--- config.mk ---
export PLATFORM = sky130hd
export DESIGN_NAME = fpnew_share_arbiter
export DESIGN_NICKNAME = d
export VERILOG_FILES = /design/src/rtl/fpnew_pkg.sv /design/src/rtl/fpnew_share_rr_sel.sv /design/src/rtl/fpnew_share_arbiter.sv
export SDC_FILE = /design/constraint.sdc
export NUM_CORES = 1
export LEC_CHECK = 0
export CAP_MARGIN = 5
export CORE_AREA = 2 2 306 308
export DETAILED_ROUTE_END_ITERATION = 8
export DIE_AREA = 0 0 308 310
export SLEW_MARGIN = 15
export SYNTH_ARGS = -nofsm -noshare
export SYNTH_HDL_FRONTEND = slang
export SYNTH_SLANG_ARGS = --single-unit
--- constraint.sdc ---
create_clock -name clk_i -period 5.2 [get_ports clk_i]
set_clock_uncertainty 0.05 [all_clocks]
set_input_delay 0.52 -clock clk_i [delete_from_list [all_inputs] [get_ports clk_i]]
set_output_delay 0.52 -clock clk_i [all_outputs]
set_load 0.005 [all_outputs]
--- src/rtl/fpnew_pkg.sv ---
// Operation and result payload types shared by the FPU and its sharing arbiter.
package fpnew_pkg;

    localparam int unsigned Width       = 64;
    localparam int unsigned NumOperands = 3;

    typedef enum logic [3:0] {
        FMADD, FNMSUB, ADD, MUL, DIV, SQRT, SGNJ, MINMAX,
        CMP, CLASSIFY, F2F, F2I, I2F, CPKAB, CPKCD
    } operation_e;

    typedef enum logic [2:0] {
        RNE = 3'b000,
        RTZ = 3'b001,
        RDN = 3'b010,
        RUP = 3'b011,
        RMM = 3'b100,
        ROD = 3'b101,
        DYN = 3'b111
    } roundmode_e;

    typedef enum logic [2:0] {
        FP32, FP64, FP16, FP8, FP16ALT
    } fp_format_e;

    typedef enum logic [1:0] {
        INT8, INT16, INT32, INT64
    } int_format_e;

    typedef struct packed {
        logic NV;
        logic DZ;
        logic OF;
        logic UF;
        logic NX;
    } status_t;

    typedef struct packed {
        logic [NumOperands-1:0][Width-1:0] operands;
        roundmode_e                        rnd_mode;
        operation_e                        op;
        logic                              op_mod;
        fp_format_e                        src_fmt;
        fp_format_e                        dst_fmt;
        int_format_e                       int_fmt;
        logic                              vectorial_op;
    } fpu_req_t;

    typedef struct packed {
        logic [Width-1:0] result;
        status_t          status;
    } fpu_rsp_t;

    // Requester index width; a single requester still needs a 1-bit tag.
    function automatic int unsigned idx_w(input int unsigned n);
        return (n > 1) ? $clog2(n) : 1;
    endfunction

endpackage

--- src/rtl/fpnew_share_rr_sel.sv ---
// Rotate-priority selector: first eligible index at or after i_rr, wrapping.
module fpnew_share_rr_sel
    import fpnew_pkg::*;
#(
    parameter int unsigned NumReq   = 2,
    parameter int unsigned IdxWidth = idx_w(NumReq)
) (
    input  logic [NumReq-1:0]   i_eligible,
    input  logic [IdxWidth-1:0] i_rr,
    output logic [IdxWidth-1:0] o_sel,
    output logic                o_any
);

    logic [NumReq-1:0] w_rot;
    int unsigned       w_idx;

    always_comb begin
        o_sel = '0;
        o_any = |i_eligible;
        w_idx = 0;
        // Bit j of the rotated mask is requester (i_rr + j) mod NumReq.
        w_rot = NumReq'({i_eligible, i_eligible} >> i_rr);
        for (int j = NumReq - 1; j >= 0; j--) begin
            if (w_rot[j]) begin
                w_idx = 32'(i_rr) + 32'(j);
                if (w_idx >= NumReq) begin
                    w_idx = w_idx - NumReq;
                end
                o_sel = IdxWidth'(w_idx);
            end
        end
    end

endmodule

--- src/rtl/fpnew_share_arbiter.sv ---
// Shares one FPU among NumReq requesters: round-robin issue with grant lock, tag-routed results.
// Build option FPNEW_SHARE_CREDIT_EN: per-requester in-flight credits instead of one global counter.
module fpnew_share_arbiter
    import fpnew_pkg::*;
#(
    parameter int unsigned NumReq         = 2,
    parameter int unsigned Width          = fpnew_pkg::Width,
    parameter int unsigned MaxOutstanding = 4,
    parameter int unsigned IdxWidth       = idx_w(NumReq)
) (
    input  logic                          clk_i,
    input  logic                          rst_ni,
    input  logic                          flush_i,
    input  fpu_req_t [NumReq-1:0]         req_i,
    input  logic     [NumReq-1:0]         req_valid_i,
    output logic     [NumReq-1:0]         req_ready_o,
    output fpu_rsp_t                      rsp_o,
    output logic     [NumReq-1:0]         rsp_valid_o,
    input  logic     [NumReq-1:0]         rsp_ready_i,
    output fpu_req_t                      fpu_req_o,
    output logic     [IdxWidth-1:0]       fpu_tag_o,
    output logic                          fpu_in_valid_o,
    input  logic                          fpu_in_ready_i,
    input  fpu_rsp_t                      fpu_rsp_i,
    input  logic     [IdxWidth-1:0]       fpu_tag_i,
    input  logic                          fpu_out_valid_i,
    output logic                          fpu_out_ready_o,
    output logic                          fpu_flush_o,
    output logic                          busy_o
);

    logic [IdxWidth-1:0] r_rr;
    logic                r_lock;
    logic [IdxWidth-1:0] r_lock_idx;

    logic [NumReq-1:0]   w_elig;
    logic [IdxWidth-1:0] w_rr_sel;
    logic [IdxWidth-1:0] w_sel;
    logic                w_any;
    logic                w_offer;
    logic                w_issue_hs;
    logic [NumReq-1:0]   w_issue_oh;
    logic                w_tag_ok;
    logic                w_retire_hs;
    logic                w_underflow;
    logic                w_busy;

    fpnew_share_rr_sel #(
        .NumReq   (NumReq),
        .IdxWidth (IdxWidth)
    ) u_rr_sel (
        .i_eligible (w_elig),
        .i_rr       (r_rr),
        .o_sel      (w_rr_sel),
        .o_any      (w_any)
    );

    // Issue side: a locked offer overrides the round-robin choice; flush masks everything.
    always_comb begin
        w_sel      = r_lock ? r_lock_idx : w_rr_sel;
        w_offer    = !flush_i && (r_lock || w_any);
        w_issue_hs = w_offer && fpu_in_ready_i;
        fpu_req_o  = req_i[0];
        w_issue_oh = '0;
        for (int i = 0; i < NumReq; i++) begin
            if (w_sel == IdxWidth'(i)) begin
                fpu_req_o     = req_i[i];
                w_issue_oh[i] = w_issue_hs;
            end
        end
    end

    assign req_ready_o    = w_issue_oh;
    assign fpu_in_valid_o = w_offer;
    assign fpu_tag_o      = w_sel;
    assign fpu_flush_o    = flush_i;
    assign rsp_o          = fpu_rsp_i;

    // Result side: steer by returned tag; unknown tags are drained and dropped.
    always_comb begin
        w_tag_ok        = 32'(fpu_tag_i) < NumReq;
        rsp_valid_o     = '0;
        fpu_out_ready_o = !w_tag_ok;
        for (int i = 0; i < NumReq; i++) begin
            if (w_tag_ok && (fpu_tag_i == IdxWidth'(i))) begin
                rsp_valid_o[i]  = fpu_out_valid_i;
                fpu_out_ready_o = rsp_ready_i[i];
            end
        end
        w_retire_hs = fpu_out_valid_i && fpu_out_ready_o && w_tag_ok;
    end

    always_ff @(posedge clk_i or negedge rst_ni) begin
        if (!rst_ni) begin
            r_rr       <= '0;
            r_lock     <= 1'b0;
            r_lock_idx <= '0;
        end else if (flush_i) begin
            r_lock <= 1'b0;
        end else if (w_issue_hs) begin
            r_lock <= 1'b0;
            r_rr   <= (32'(w_sel) == NumReq - 1) ? '0 : w_sel + IdxWidth'(1);
        end else if (w_offer) begin
            r_lock     <= 1'b1;
            r_lock_idx <= w_sel;
        end
    end

`ifdef FPNEW_SHARE_CREDIT_EN
    localparam int unsigned CntWidth = $clog2(MaxOutstanding + 1);

    logic [NumReq-1:0][CntWidth-1:0] r_cnt;
    logic [NumReq-1:0]               w_retire_oh;
    logic [NumReq-1:0]               w_dec;

    always_comb begin
        w_busy      = 1'b0;
        w_underflow = 1'b0;
        for (int i = 0; i < NumReq; i++) begin
            w_elig[i]      = req_valid_i[i] && (r_cnt[i] < CntWidth'(MaxOutstanding));
            w_retire_oh[i] = w_retire_hs && (fpu_tag_i == IdxWidth'(i));
            w_dec[i]       = w_retire_oh[i] && (r_cnt[i] != '0);
            w_busy         = w_busy | (r_cnt[i] != '0);
            w_underflow    = w_underflow | (w_retire_oh[i] && (r_cnt[i] == '0));
        end
    end

    always_ff @(posedge clk_i or negedge rst_ni) begin
        if (!rst_ni) begin
            r_cnt <= '0;
        end else if (flush_i) begin
            r_cnt <= '0;
        end else begin
            for (int i = 0; i < NumReq; i++) begin
                if (w_issue_oh[i] && !w_dec[i]) begin
                    r_cnt[i] <= r_cnt[i] + CntWidth'(1);
                end else if (!w_issue_oh[i] && w_dec[i]) begin
                    r_cnt[i] <= r_cnt[i] - CntWidth'(1);
                end
            end
        end
    end
`else
    localparam int unsigned GCntWidth = $clog2(NumReq * MaxOutstanding + 1);

    logic [GCntWidth-1:0] r_gcnt;
    logic                 w_gdec;

    assign w_elig      = req_valid_i;
    assign w_gdec      = w_retire_hs && (r_gcnt != '0);
    assign w_underflow = w_retire_hs && (r_gcnt == '0);
    assign w_busy      = (r_gcnt != '0);

    always_ff @(posedge clk_i or negedge rst_ni) begin
        if (!rst_ni) begin
            r_gcnt <= '0;
        end else if (flush_i) begin
            r_gcnt <= '0;
        end else if (w_issue_hs && !w_gdec) begin
            r_gcnt <= r_gcnt + GCntWidth'(1);
        end else if (!w_issue_hs && w_gdec) begin
            r_gcnt <= r_gcnt - GCntWidth'(1);
        end
    end
`endif

    assign busy_o = w_busy;

    a_width_match: assert property (@(posedge clk_i) Width == fpnew_pkg::Width);
    a_tag_range:   assert property (@(posedge clk_i) disable iff (!rst_ni)
                                    !(fpu_out_valid_i && !w_tag_ok));
    a_no_underflow: assert property (@(posedge clk_i) disable iff (!rst_ni) !w_underflow);

endmodule
==> results.toml, run 1 <==
[outcome]
status = "finished, final reports clean"

[route]
top_layer = "met5"
drc = 0
met2WireLength_um = 20500
postRouteWirelength_um = 49200
vias_per_cell = 2.50
drt-met1-wl_um = 18900
via_count = 5284
drtIter0Drc = 151
met3WireLength_um = 9080
wl_per_cell_um = 23.2
postRouteAntennaNets = 0
dr.pass1.iters = 4

[timing]
period_minus_slack_ps = 3700
fin_ws_ps = 1500
finalHoldViolations = 0
rsz0062_at_grt = "false"
fmax_mhz = 270
finalSetupTns_ps = 0
final_max_slew_viol_count = 0
finalSetupViolCount = 0
slew_headroom_pct = 45.9
post-route-period-util_pct = 71.2
tightest_slew_ps = 812

[floorplanning]
die_x_um = 308
ios = 784
rows = 112
die_y_um = 310
start_util_pct = 3.79
die-area_um2 = 95500
fp.coreArea_um2 = 92500

[global_route]
gr-total-overflow = 0
grt_pass1_wl_um = 56900
grtUsageTotal_pct = 9.49
antenna_found_initial = 38
first_global_vias = 5313
grt_max_degree = 107

[setup_path]
worst-r2r-cell-count = 8
rr_startpoint = "r_gcnt[0]$_DFFE_PN0P_"
r2r_end = "r_gcnt[3]$_DFFE_PN0P_"
critPathCaptureType = "primary output"
crit_path_start = "req_valid_i[1]"
r2r_slack_ps = 2430
path_class = "in2out"
endpoint = "fpu_req_o[98]"
crit_path_start_kind = "input pin"
crit_arrival_ps = 3130
worst-path-max-fanout = 106
cp.required_ps = 4630

[clocking]
h-tree-depth = 1
hold_buffers = 0
cts_tree = "yes"
clk_latency_ps = 230
postCtsSetupRepairBufs = 0
path_clk_slew_ps = 30
clock_tree.root_cell = "clkbuf_16"
post_cts_resized = 0
cts_buffers = 3
cts.path.max_buffers = 2
cts_sinks = 7

[pwr]
peakVddDrop_v = 0.000138
power-per-cell-area_nw_per_um2 = 136
p_leak_uw = 0.00362

[synthesis]
yosysWarnings = 0
synth_fp_nets = 855
synth_top_cell_by_area = "mux2_2"
seq_area_frac_synth_pct = 5.00
synth_cells = 355
synth_cell_types = 28
syn_area_um2 = 3500
yosysTopAreaCellShare_pct = 68.8
synth.area.top_cells = "mux2_2 69%, buf_4 15%, dfrtp_1 5.0%"
synth-seq-cells = 7
syn_area_per_cell_um2 = 9.87

[placement]
io_buffers = 645
preCtsSetupSlack_ps = 1430
dpl.hpwl_um = 46100
gp_congestion = 0.876

[finish]
multi_input_area_um2 = 2680
final_layout_size_suffix_gt1_share_pct = 24.9
final_cell_mix = "643 x clkdlybuf4s50_1, 214 x mux2_2, 7 x nor2_1, 7 x dfrtp_1, 5 x inv_1"
fill_cells = 10600
final_nets = 1412
area.sequential_um2 = 175
syn_to_final_growth_pct = 213
layout_commonest_cell = "clkdlybuf4s50_1"

[hold_path]
hold_path.class = "reg2reg"

[job]
cap_viol_max_count = 0
## flip-flops by register name, summed over array words and instances, names as in the netlist
signal	count
r_gcnt	4
r_lock_idx	1
r_rr	1
r_lock	1
## cell families after synthesis
group	after synthesis	synth area share, %
simple gates	20	3.36
flops	7	5.00
xor+xnor	2	0.500
fa+ha+maj	3	1.29
buf+inv	100	19.0
compound gates	8	1.82
mux	215	69.0
## final cells by class
type,count,share of cell area [%]
timing repair buffer,647,59.2
clock buffer,4,0.719
multi-input combinational,248,24.4
sequential,7,1.60
antenna,8,0.183
tap,1197,13.7
inverter,5,0.171
## worst max-delay path: stages
cell and delay [ps]:
clkdlybuf4s50_1 510, inv_1 90, o31ai_4 410, buf_12 390
mux2_2 420, clkdlybuf4s50_1 540
## worst min-delay path by stage
stage,from,endpoint,slack (ps),cells past startpoint
floorplan,rst_ni,r_gcnt[0]$_DFFE_PN0P_,170,0
global placement,r_gcnt[3]$_DFFE_PN0P_,r_gcnt[3]$_DFFE_PN0P_,450,1
detailed placement,r_gcnt[3]$_DFFE_PN0P_,r_gcnt[3]$_DFFE_PN0P_,450,1
CTS,r_gcnt[3]$_DFFE_PN0P_,r_gcnt[3]$_DFFE_PN0P_,450,1
global route,r_gcnt[3]$_DFFE_PN0P_,r_gcnt[3]$_DFFE_PN0P_,480,1
finish,r_lock_idx$_DFFE_PN0P_,r_lock_idx$_DFFE_PN0P_,450,1
## per-stage QoR
step | std cells | area (um^2) | power [uW] | utilization (%) | hold slack [ps]
after floorplan | 355 | 3500 | 554 | - | 174
after global placement | 2104 | 10900 | 1370 | 11.7 | 450
after CTS | 2108 | 10900 | 1520 | 11.8 | 451
after global routing | 2111 | 10900 | 1580 | 11.8 | 475
after detailed placement | 2104 | 10900 | 1370 | 11.7 | 446
final | 2116 | 11000 | 1490 | 11.8 | 454
## Yosys cell counts, drive strengths merged
master / n
o311ai: 1
or2: 1
mux2i: 1
or3: 2
dfrtp: 7
a31oi: 1
nor2: 7
o31ai: 1
nor3: 2
fa: 1
a2111o: 1
nand2: 1
and3: 1
a21oi: 1
mux2: 214
ha: 2
buf: 92
a221oi: 1
and2: 1
nor2b: 4
xor2: 2
or4: 1
clkbuf: 3
inv: 5
a21o: 2
## routing by layer
metal	GRT usage, %	vias to the layer above
met5	0	-
met2	14.3	487
li1	-	2337
met3	7.23	55
met1	10.9	2373
met4	0.964	32
## power breakdown
group,internal [uW],switching (uW),total [uW]
Sequential,67.9,12.0,79.9
Combinational,868,409,1280
Clock,102,29.6,132
Power figures use the tool's default switching activity.
==> run 2, diff against run 1 <==
--- a/config.mk
+++ b/config.mk
@@ -6,9 +6,9 @@
 export NUM_CORES = 1
 export LEC_CHECK = 0
 export CAP_MARGIN = 5
-export CORE_AREA = 2 2 306 308
+export CORE_AREA = 2 2 304 306
 export DETAILED_ROUTE_END_ITERATION = 8
-export DIE_AREA = 0 0 308 310
+export DIE_AREA = 0 0 306 308
 export SLEW_MARGIN = 15
 export SYNTH_ARGS = -nofsm -noshare
 export SYNTH_HDL_FRONTEND = slang
==> constraint.sdc (replaced) <==
create_clock -name clk_i -period 3.1 [get_ports clk_i]
set_clock_uncertainty 0.05 [all_clocks]
set_input_delay 0.31 -clock clk_i [delete_from_list [all_inputs] [get_ports clk_i]]
set_output_delay 0.31 -clock clk_i [all_outputs]
set_load 0.005 [all_outputs]
==> results.toml, run 2 (synthesis results as in run 1) <==
[outcome]
status = "finished, final reports clean"

[timing]
fmax_mhz = 338
finalSetupTns_ps = 0
slew_headroom_pct = 74.0
tightest_slew_ps = 389
finalHoldViolations = 0
fin_ws_ps = 142
rsz0062_at_grt = "false"
final_max_slew_viol_count = 0
finalSetupViolCount = 0
post-route-period-util_pct = 95.4
period_minus_slack_ps = 2960

[route]
postRouteAntennaNets = 0
wl_per_cell_um = 16.2
via_count = 5287
postRouteWirelength_um = 34800
vias_per_cell = 2.46
dr.pass1.iters = 4
drc = 0
drtIter0Drc = 93

[floorplanning]
die_x_um = 306
ios = 784
die-area_um2 = 94200
start_util_pct = 3.85
fp.coreArea_um2 = 91000
die_y_um = 308
rows = 111

[pwr]
p_leak_uw = 0.00383
p_total_uw = 2540
power-per-cell-area_nw_per_um2 = 225
peakVddDrop_v = 0.000134

[finish]
final_layout_size_suffix_gt1_share_pct = 28.0
final_cell_mix = "644 x clkdlybuf4s50_1, 214 x mux2_2, 40 x buf_4"
area.sequential_um2 = 175
top_register = "r_gcnt"
fill_cells = 10400
fin_util_pct = 12.4
syn_to_final_growth_pct = 222
final_nets = 1453
multi_input_area_um2 = 2680
layout_commonest_cell = "clkdlybuf4s50_1"
largest_reg_flops = 4

[clocking]
h-tree-depth = 1
hold_buffers = 0
postCtsSetupRepairBufs = 0
clock_tree.root_cell = "clkbuf_16"
clk_latency_ps = 230
cts.path.max_buffers = 2
cts_tree = "yes"
cts_sinks = 7
post_cts_resized = 0
cts_buffers = 3
path_clk_slew_ps = 40

[global_route]
grtUsageTotal_pct = 6.74
antenna_found_initial = 19
gr-total-overflow = 0
grt_pass1_wl_um = 43600
first_global_vias = 5669
grt_max_degree = 32

[placement]
io_buffers = 645
dpl.hpwl_um = 32900
gp_congestion = 0.766
preCtsSetupSlack_ps = 105

[setup_path]
worst-path-max-fanout = 24
cp.required_ps = 2740
path_class = "in2out"
crit_path_start_kind = "input pin"
crit_arrival_ps = 2600
critPathCaptureType = "primary output"

[job]
cap_viol_max_count = 0

[hold_path]
hold_path.class = "in2async"
run 2: worst max-delay path, cell delays in order:
cell and delay [ps]:
clkdlybuf4s50_1 460, nor2b_1 180, o31ai_4 340, buf_12 240, buf_4 200, mux2_2 350, clkdlybuf4s50_1 450
run 2: per-layer routing:
layer  vias to the layer above  part of all wire [%]  track usage (%)
li1                       2421                     -                -
met1                      2343                    30             5.96
met2                       481                    50             12.4
met3                        38                    17             4.33
met4                         4                   2.8             2.02
met5                         -                 0.069                0
run 2: final timing paths:
kind	start	cells past startpoint	slack, ps	to
max in group asynchronous	rst_ni	1	2450	r_gcnt[2]$_DFFE_PN0P_
min in group clk_i	r_rr$_DFFE_PN0P_	1	440	r_rr$_DFFE_PN0P_
min reg2reg	r_rr$_DFFE_PN0P_	1	440	r_rr$_DFFE_PN0P_
min	rst_ni	1	300	r_lock$_DFFE_PN0P_
max	req_valid_i[0]	7	140	fpu_req_o[58]
max reg2reg	r_gcnt[0]$_DFFE_PN0P_	8	340	r_gcnt[3]$_DFFE_PN0P_
run 2: through the flow:
step	cells	instance area, um^2	hold slack (ps)
2_1_floorplan	355	3500	-35.6
3_3_place_gp	2134	11200	418
3_5_place_dp	2134	11200	424
4_1_cts	2138	11300	307
5_1_grt	2142	11300	324
6_report	2150	11300	301
run 2: area by class of cell:
cell class	count	area share, %
antenna	12	0.266
clock buffer	4	0.698
inverter	5	0.166
multi-input combinational	248	23.7
sequential	7	1.55
tap	1186	13.1
timing repair buffer	688	60.5
run 2: report_power, final:
group	switching, uW	leakage (uW)	internal (uW)
Sequential	17.2	0.0000913	114
Combinational	641	0.00370	1540
Clock	47.7	0.0000382	171
Total	706	0.00383	1830
==> run 3, diff against run 2 <==
--- a/config.mk
+++ b/config.mk
@@ -6,9 +6,9 @@
 export NUM_CORES = 1
 export LEC_CHECK = 0
 export CAP_MARGIN = 5
-export CORE_AREA = 2 2 304 306
+export CORE_AREA = 10 10 295 297
 export DETAILED_ROUTE_END_ITERATION = 8
-export DIE_AREA = 0 0 306 308
+export DIE_AREA = 0 0 305 307
 export SLEW_MARGIN = 15
 export SYNTH_ARGS = -nofsm -noshare
 export SYNTH_HDL_FRONTEND = slang
==> results.toml, run 3 (synthesis results as in run 1) <==
[outcome]
status = "finished, final reports clean"

[placement]
gp_congestion = 0.820
io_buffers = 645
dpl.hpwl_um = 44100
place_area_um2 = 11000

[hold_path]
hold_path.class = "in2async"

[clocking]
hold_buffers = 0
path_clk_slew_ps = 40
cts_buffers = 3
clk_latency_ps = 230
cts_sinks = 7
h-tree-depth = 1
cts.path.max_buffers = 2
post_cts_resized = 0
cts_tree = "yes"
clock_tree.root_cell = "clkbuf_16"
postCtsSetupRepairBufs = 0

[timing]
fmax_mhz = 333
finalSetupTns_ps = 0
finalHoldViolations = 0
rsz0062_at_grt = "false"
slew_headroom_pct = 76.0
final_max_slew_viol_count = 0
post-route-period-util_pct = 96.7
finalSetupViolCount = 0
period_minus_slack_ps = 3000
tightest_slew_ps = 359

[global_route]
antenna_found_initial = 33
gr-total-overflow = 0
first_global_vias = 5927
grt_max_degree = 39
grtUsageTotal_pct = 9.16
grt_pass1_wl_um = 58100

[finish]
fin_util_pct = 13.6
layout_commonest_cell = "clkdlybuf4s50_1"
final_nets = 1445
largest_reg_flops = 4
syn_to_final_growth_pct = 216
final_layout_size_suffix_gt1_share_pct = 27.3
final_cell_mix = "645 x clkdlybuf4s50_1, 214 x mux2_2, 31 x buf_4"
top_register = "r_gcnt"
design_area_um2 = 11100

[route]
via_count = 5315
drtIter0Drc = 220
vias_per_cell = 2.62
drc = 0
postRouteWirelength_um = 46200
postRouteAntennaNets = 0
dr.pass1.iters = 4
wl_per_cell_um = 22.8

[floorplanning]
die-area_um2 = 93600
die_y_um = 307
ios = 784
start_util_pct = 4.31
die_x_um = 305
rows = 105
fp.coreArea_um2 = 81300

[pwr]
p_total_uw = 2560
p_switching_uw = 743
p_leak_uw = 0.00379
power-per-cell-area_nw_per_um2 = 231
switching_share_pct = 29.0
power_frac_seq_pct = 5.2
p_clk_share_pct = 8.8
cellInternalPower_uw = 1810
peakVddDrop_v = 0.000197
p_comb_share_pct = 86.0

[setup_path]
r2r_end = "r_gcnt[3]$_DFFE_PN0P_"
path_class = "in2out"
max_stage_delay_ps = 510
worstPathCellList = "clkdlybuf4s50_1 > inv_1 > o31ai_4 > buf_12 > buf_4 > mux2_2 > clkdlybuf4s50_1"
crit_top_cell = "clkdlybuf4s50_1"
worst-path-buf-inv = 5
cp_slowest_cell = "clkdlybuf4s50_1"
crit_path_start_kind = "input pin"
r2r_slack_ps = 290
worst-path-max-fanout = 38
cp.depth = 7
endpoint = "fpu_req_o[199]"
critPathCaptureType = "primary output"
crit_arrival_ps = 2640
worst-r2r-cell-count = 8
crit_family = "buffers and inverters"
crit_path_start = "req_valid_i[1]"
cp.required_ps = 2740
rr_startpoint = "r_gcnt[0]$_DFFE_PN0P_"

[job]
cap_viol_max_count = 0
-- run 3: cell count changes in the layout (fill, tap and decap cells not counted), sizes merged --
| cell | before | now |
|---|---|---|
| clkdlybuf4s50 | 644 | 645 |
| buf | 44 | 35 |
-- run 3: power by group through the flow --
stage | registers [uW] | clock network [uW] | logic, uW
after floorplan | 128 | 0 | 802
after global placement | 134 | 0 | 2230
after detailed placement | 134 | 0 | 2230
after CTS | 133 | 229 | 2250
after global routing | 137 | 236 | 2350
final | 133 | 225 | 2200
-- run 3: stage by stage --
stage / hold slack [ps] / cells / worst slack (ps)
after CTS: 319 / 2014 / 90.0
after floorplan: -35.6 / 355 / 484
after global placement: 430 / 2010 / 87.2
after global routing: 333 / 2014 / 36.3
final: 307 / 2026 / 101
after detailed placement: 449 / 2010 / 20.6
-- run 3: how the worst min path moves through the flow --
stage / slack, ps / end / startpoint
after floorplan: -40 / r_gcnt[0]$_DFFE_PN0P_ / rst_ni
after detailed placement: 450 / r_gcnt[3]$_DFFE_PN0P_ / r_gcnt[3]$_DFFE_PN0P_
after CTS: 320 / r_gcnt[1]$_DFFE_PN0P_ / rst_ni
after global placement: 430 / r_rr$_DFFE_PN0P_ / r_rr$_DFFE_PN0P_
after global routing: 330 / r_gcnt[0]$_DFFE_PN0P_ / rst_ni
final: 310 / r_gcnt[1]$_DFFE_PN0P_ / rst_ni
-- run 3: layout make-up --
cell class,instances,area [um^2]
fill,9304,70200
timing repair buffer,680,6770
multi-input combinational,248,2680
tap,1070,1340
sequential,7,175
clock buffer,4,78.8
antenna,12,30.0
inverter,5,18.8
-- run 3: per-layer routing --
metal / vias up / global-route usage, % / wire, um / share of wire [%]
met5: - / 0 / 112 / 0.24
met4: 18 / 0.376 / 166 / 0.36
met3: 28 / 8.64 / 10200 / 22
met2: 497 / 13.8 / 19600 / 42
met1: 2358 / 9.70 / 16200 / 35
li1: 2414 / - / - / -
